--- src/rtl/instr_fetch.sv ---
// Instruction fetch stage: owns the fetch PC, issues reads to a 1-cycle synchronous ROM and
// buffers returned words in a small prefetch FIFO handed to the core over valid/ready.
module instr_fetch #(
  parameter int unsigned           ADDR_WIDTH  = 8,
  parameter int unsigned           INSTR_WIDTH = 16,
  parameter int unsigned           FIFO_DEPTH  = 4,
  parameter logic [ADDR_WIDTH-1:0] RESET_PC    = '0
) (
  input  logic                   clk,
  input  logic                   rst,
  output logic                   mem_req,
  output logic [ADDR_WIDTH-1:0]  mem_addr,
  input  logic [INSTR_WIDTH-1:0] mem_rdata,
  input  logic                   redirect_valid,
  input  logic [ADDR_WIDTH-1:0]  redirect_pc,
  output logic                   instr_valid,
  input  logic                   instr_ready,
  output logic [INSTR_WIDTH-1:0] instr_data,
  output logic [ADDR_WIDTH-1:0]  instr_pc
);

  localparam int unsigned PtrW = (FIFO_DEPTH > 1) ? $clog2(FIFO_DEPTH) : 1;
  localparam int unsigned CntW = PtrW + 1;
  localparam logic [CntW:0] DepthOcc = FIFO_DEPTH[CntW:0];

  logic [ADDR_WIDTH-1:0]  fetch_pc_q, fetch_pc_d;
  logic                   inflight_q, inflight_d;
  logic [ADDR_WIDTH-1:0]  inflight_pc_q, inflight_pc_d;
  logic [PtrW-1:0]        wr_ptr_q, wr_ptr_d;
  logic [PtrW-1:0]        rd_ptr_q, rd_ptr_d;
  logic [CntW-1:0]        count_q, count_d;
  logic [INSTR_WIDTH-1:0] last_data_q, last_data_d;
  logic [ADDR_WIDTH-1:0]  last_pc_q, last_pc_d;

  logic [INSTR_WIDTH-1:0] fifo_data_q [FIFO_DEPTH];
  logic [ADDR_WIDTH-1:0]  fifo_pc_q   [FIFO_DEPTH];

  logic          pop_raw, pop, push;
  logic [CntW:0] occupancy;

  always_comb begin
    instr_valid = (count_q != '0);
    pop_raw     = instr_valid & instr_ready;
    pop         = pop_raw & ~redirect_valid;
    push        = inflight_q & ~redirect_valid;
    // Counting the in-flight word reserves its slot, so a response always has room.
    occupancy   = {1'b0, count_q} + {{CntW{1'b0}}, inflight_q} - {{CntW{1'b0}}, pop_raw};
    mem_req     = rst & ~redirect_valid & (occupancy < DepthOcc);
    mem_addr    = fetch_pc_q;
    // Outputs hold the last presented word once the FIFO drains.
    instr_data  = instr_valid ? fifo_data_q[rd_ptr_q] : last_data_q;
    instr_pc    = instr_valid ? fifo_pc_q[rd_ptr_q]   : last_pc_q;
  end

  always_comb begin
    fetch_pc_d    = fetch_pc_q;
    inflight_d    = mem_req;
    inflight_pc_d = fetch_pc_q;
    wr_ptr_d      = wr_ptr_q;
    rd_ptr_d      = rd_ptr_q;
    count_d       = count_q;
    last_data_d   = instr_data;
    last_pc_d     = instr_pc;
    if (redirect_valid) begin
      fetch_pc_d = redirect_pc;
      wr_ptr_d   = '0;
      rd_ptr_d   = '0;
      count_d    = '0;
    end else begin
      if (mem_req) fetch_pc_d = fetch_pc_q + ADDR_WIDTH'(1);
      if (push)    wr_ptr_d   = wr_ptr_q + PtrW'(1);
      if (pop)     rd_ptr_d   = rd_ptr_q + PtrW'(1);
      count_d = count_q + {{(CntW-1){1'b0}}, push} - {{(CntW-1){1'b0}}, pop};
    end
  end

  always_ff @(posedge clk or negedge rst) begin
    if (!rst) begin
      fetch_pc_q    <= RESET_PC;
      inflight_q    <= 1'b0;
      inflight_pc_q <= '0;
      wr_ptr_q      <= '0;
      rd_ptr_q      <= '0;
      count_q       <= '0;
      last_data_q   <= '0;
      last_pc_q     <= '0;
    end else begin
      fetch_pc_q    <= fetch_pc_d;
      inflight_q    <= inflight_d;
      inflight_pc_q <= inflight_pc_d;
      wr_ptr_q      <= wr_ptr_d;
      rd_ptr_q      <= rd_ptr_d;
      count_q       <= count_d;
      last_data_q   <= last_data_d;
      last_pc_q     <= last_pc_d;
    end
  end

  // Storage is only read while count is non-zero, so it needs no reset.
  always_ff @(posedge clk) begin
    if (push) begin
      fifo_data_q[wr_ptr_q] <= mem_rdata;
      fifo_pc_q[wr_ptr_q]   <= inflight_pc_q;
    end
  end

endmodule
--- config.mk ---
export PLATFORM = sky130hd
export DESIGN_NAME = instr_fetch
export DESIGN_NICKNAME = d
export VERILOG_FILES = /design/src/rtl/instr_fetch.sv
export SDC_FILE = /design/constraint.sdc
export NUM_CORES = 1
export LEC_CHECK = 0
export ABC_CLOCK_PERIOD_IN_PS = 4000
export BUFFER_PORTS_ARGS = -buffer_cell sky130_fd_sc_hd__buf_2
export CORE_MARGIN = 1
export CORE_UTILIZATION = 58
export DETAILED_ROUTE_END_ITERATION = 7
export HOLD_SLACK_MARGIN = 0.05
export PLACE_DENSITY_LB_ADDON = 0.15
export SETUP_SLACK_MARGIN = 0.4
export SYNTH_ARGS = -nofsm -noshare
export SYNTH_HDL_FRONTEND = slang
export SYNTH_SLANG_ARGS = --single-unit
--- constraint.sdc ---
create_clock -name clk -period 4 [get_ports clk]
set_input_delay 1 -clock clk [delete_from_list [all_inputs] [get_ports clk]]
set_output_delay 1 -clock clk [all_outputs]
set_load 0.02 [all_outputs]
=== Word level (Yosys, flattened, before mapping) ===
Memory sizes are Yosys's and may differ from the RTL's.
Index checks and enable logic that the tools add are counted.

* Output and inout port bits: 34
* Bits of input ports: 28
* Memory bits (writable): 96
* Memories: 2
* Register bits after elaboration: 48

{| class="wikitable"
|+ Memories
! name !! depth !! width !! rd ports !! clocked after Yosys merged registers in !! wr ports !! line !! source
|-
| fifo_data_q || 4 || 16 || 1 || 0 || 1 || 35 || <nowiki>logic [INSTR_WIDTH-1:0] fifo_data_q [FIFO_DEPTH];</nowiki>
|-
| fifo_pc_q || 4 || 8 || 1 || 0 || 1 || 36 || <nowiki>logic [ADDR_WIDTH-1:0] fifo_pc_q [FIFO_DEPTH];</nowiki>
|}

* Add/subtract/negate cells: 7
* Bitwise logic cells: 6
* Multiplexer cells: 11
* Magnitude comparators: 1
* Reduce and logical (&&, ||, !) cells: 4

{| class="wikitable"
|+ Operators with widths
! cell !! count
|-
| two-way mux 8 bit || 3
|-
| two-way mux 16 bit || 1
|-
| adder 8 x 1 -> 8 bit, second input constant || 1
|-
| two-way mux 2 bit || 4
|-
| nonzero test 2 bit || 3
|-
| AND 1 bit || 5
|-
| adder 2 x 1 -> 2 bit, second input constant || 2
|-
| adder 3 x 1 -> 4 bit || 1
|-
| < comparator 4 x 3 -> 1 bit, second input constant || 1
|-
| subtractor 4 x 1 -> 4 bit || 1
|-
| adder 3 x 1 -> 3 bit || 1
|-
| two-way mux 3 bit || 1
|-
| nonzero test 3 bit || 1
|-
| subtractor 3 x 1 -> 3 bit || 1
|-
| two-way mux 1 bit || 2
|-
| NOT 1 bit || 1
|}

=== Logic depth before layout (Yosys ltp) ===
* Word-level depth: 7
* Gate-level depth with buffers: 10
* Depth with buffers taken out: 9

=== Worst setup path after synthesis ===
OpenSTA, ideal clock, no wires.

* Kind: input -> output
* From: input instr_ready
* To: output mem_req
* Data required time: 3000 ps
* Stages: 8
* Path slack: 253 ps
* Arrival: 2747 ps
* Path through: o31ai_4 > or2_2 > ha_1 > nand2_1 > o311ai_2 > nand3_2 > a21boi_0 > and2_1

* Cells in the longest elaborated chain, start to end: 4

{| class="wikitable"
|+ Ends and longest elaborated chain
! element !! line !! source
|-
| start: declaration || 17 || <nowiki>input logic instr_ready,</nowiki>
|-
| AND 1 bit || 43 || <nowiki>pop_raw = instr_valid & instr_ready;</nowiki>
|-
| subtractor 4 x 1 -> 4 bit || 47 || <nowiki>occupancy = {1'b0, count_q} + {{CntW{1'b0}}, inflight_q} - {{CntW{1'b0}}, pop_raw};</nowiki>
|-
| < comparator 4 x 3 -> 1 bit || 48 || <nowiki>mem_req = rst & ~redirect_valid & (occupancy < DepthOcc);</nowiki>
|-
| AND 1 bit || 48 ||
|-
| end: declaration || 11 || <nowiki>output logic mem_req,</nowiki>
|}

Every way passes these cells.

=== Worst setup path after layout ===
Ends and elaborated chain as after synthesis.

==> run_results.csv <==
group,metric,value,unit
status,status,"completed",
pwr,power_leakage,2.63,nW
final_layout,layout-drive-gt1-share,43.2,%
timing,worstMarginPinSlew,0.724,ns
pwr,switching_share,31.3,%
setup_path,crit_fanout,3,
route,ant_nets,0,
setup_path,critPathKind,"primary input to output pin",
timing,finalMaxSlewViolations,0,
place,dp.cells,497,
timing,rsz0062_at_grt,"true",
floorplan,pin_count,62,
global_routing,grt_first_pass_wirelength,16.8,mm
timing,max-slew-margin-rel,51.7,%
timing,hold_ws,0.439,ns
setup_path,arrival,2.63,ns
clocking,cts_max_path_buffers,2,
route,vias,3052,
synth,yosysWarnings,0,
pwr,peakVddDrop,546,µV
synth,yosysMostFrequentCell,"edfxtp_1",
synth,syn-num-nets,348,
timing,skew,0.0111,ns
synth,synth_top_cell_by_area,"edfxtp_1",
final_layout,fin_cells,543,
clocking,tritoncts,"done",
floorplan,die-area,0.0101,mm²
pwr,p_per_area,776,mW/mm²
timing,setup_total_negative_slack,0,ns
global_routing,grt_pass1_vias,3301,
synth,ys_ff_latch,144,
global_routing,grt_overflow,0,
place,dp_hpwl,5.94,mm
place,pre_cts_slack,0.112,ns
clocking,cts_made_buffers,17,
final_layout,nNetsFinal,439,
floorplan,row_count,35,
run,max_cap_violations,0,
synth,syn_avg_cell_area,18.2,µm²
floorplan,die_y,101,µm
synth,synth_area_leaders,"edfxtp_1, dfrtp_1, mux4_2",
route,dr.pass1.iters,4,
synth,postSynthCellCount,310,
pwr,intPower,3.70,mW
global_routing,antenna_found_initial,0,
setup_path,cp-end-kind,"output pin",
pwr,clkPwrFrac,30.8,%
pwr,p_switching,1.68,mW
timing,fin_ws,0.375,ns
setup_path,startpoint_type,"primary input",
route,via_per_inst,5.62,
timing,hold_viol_final,0,
floorplan,start_util,60.6,%
synth,synth_cell_type_count,41,
place,place_area,0.00615,mm²
clocking,holdBufCountCts,0,
floorplan,core_area,0.00933,mm²
route,wl_per_cell,19.5,µm
worst_hold_path,hold_path_class,"flip-flop to flip-flop",
setup_path,worstPathRequired,3.00,ns
timing,fmax,276,MHz
clocking,cts_max_level,4,
synth,ys_async_sr_fraction,33.3,%
pwr,power_frac_comb,32.1,%
final_layout,utilization,74.4,%
final_layout,design_area,0.00694,mm²
synth,synth-edff-count,96,
route,drtIter0Drc,131,
timing,setup_viol,0,
floorplan,die_w,101,µm
synth,yosysSeqAreaShare,72.2,%
place,gp_congestion,0.915,
synth,synth.cell_area,0.00565,mm²
route,remaining_drc_errors,0,
global_routing,grt_max_degree,54,
clocking,clk_pin_slew,0.06,ns
global_routing,grt_util_all_layers,23.5,%
final_layout,diodes,0,
synth,synth_common_cells,"edfxtp_1, dfrtp_1, mux2_2, mux4_2, nand2_1",
synth,yosysTopAreaCellShare,51.0,%
clocking,insertion_delay,0.53,ns
final_layout,synthToLayoutAreaGrowth,22.7,%
route,wirelength,10.6,mm
synth,synth_flop_cell,"edfxtp_1",
clocking,cts.sinks,144,
pwr,seq_power_share,37.1,%
place,portBuffers,61,
timing,period_minus_slack,3.63,ns
clocking,root_buffer,"clkbuf_8",
pwr,power,5.38,mW
timing,fin_crit_sh,90.6,%
[cells by family after synthesis]
group	Yosys count	synth area share (%)
AOI/OAI and AO/OA	28	4.20
muxes	49	14.5
DFF	144	72.2
adders and majority gates	10	2.35
buffers and inverters	24	1.79
and+or+nand+nor	51	4.29
xor gates and xnor gates	4	0.620
[worst paths after layout]
check                      depth (start not counted)                         end                    start  slack, ns
max reg2reg                                       18     mem_addr[7]$_DFFE_PN0P_     count_q[1]$_DFF_PN0_       0.48
max in group asynchronous                          2     rd_ptr_q[0]$_DFFE_PN0P_                      rst       2.81
min in group asynchronous                          2     mem_addr[1]$_DFFE_PN0P_                      rst       0.64
min reg2reg                                        0  inflight_pc_q[7]$_DFF_PN0_  mem_addr[7]$_DFFE_PN0P_       0.44
min                                                0  inflight_pc_q[7]$_DFF_PN0_  mem_addr[7]$_DFFE_PN0P_       0.44
max                                               10                     mem_req              instr_ready       0.37
[cell usage in the layout (no fill, tap or decap), types with 2 or more instances in the layout]
master / instances
a2111o_1: 2
buf_6: 3
dfrtp_2: 2
nor2b_1: 3
nand3_1: 2
ha_1: 8
inv_6: 5
edfxtp_1: 96
clkinv_4: 2
buf_4: 22
mux2_2: 24
nand2_1: 18
a21oi_1: 5
xor2_1: 3
bufinv_16: 4
buf_2: 59
clkbuf_16: 16
dfrtp_1: 45
o211ai_1: 8
nor2_1: 14
clkinvlp_4: 2
mux4_2: 24
o2111ai_1: 3
clkbuf_8: 2
and2_1: 4
inv_1: 10
[per-layer routing]
metal / GRT usage [%] / wire [µm] / vias up
li1: - / - / 1379
met1: 29.1 / 4430 / 1561
met2: 39.8 / 5490 / 94
met3: 6.24 / 515 / 18
met4: 9.14 / 159 / 0
met5: 0 / 0 / -
[worst max-delay path, cell delays in order]
cell and delay, ns:
buf_8 0.08, o31ai_4 0.06, or2_4 0.26, ha_4 0.28
nand2_4 0.05, o311ai_4 0.30, nand3_2 0.15, a21boi_2 0.17
and2_4 0.16, buf_6 0.11
[flip-flops by register name (all words and copies together), names as in the netlist]
name / flops
inflight_q: 1
rd_ptr_q: 2
fifo_data_q: 64
count_q: 3
wr_ptr_q: 2
last_pc_q: 8
last_data_q: 16
mem_addr: 8
inflight_pc_q: 8
fifo_pc_q: 32
[layout make-up]
class                   count  area (µm²)
fillers                   553        2390
clock buffers              18         428
flip-flops and latches    144        4090
clock inverters            14         201
inverters                  11        41.3
repair buffers             85         509
well taps                 129         161
multi-input cells         142        1510
[power by group through the flow]
stage,clock (mW),sequential (mW),combinational (mW)
6_report,1.66,2.00,1.73
3_3_place_gp,0,2.00,1.47
4_1_cts,1.68,2.00,1.70
2_1_floorplan,0,1.96,1.10
3_5_place_dp,0,2.02,1.50
5_1_grt,1.74,2.03,1.84
[repair_timing]
item                       CTS  global route
setup endpoints to repair    8             4
setup buffers               13             1
pin swaps                    4             7
gates resized for setup      8             7
(Power assumes the default switching activity.)
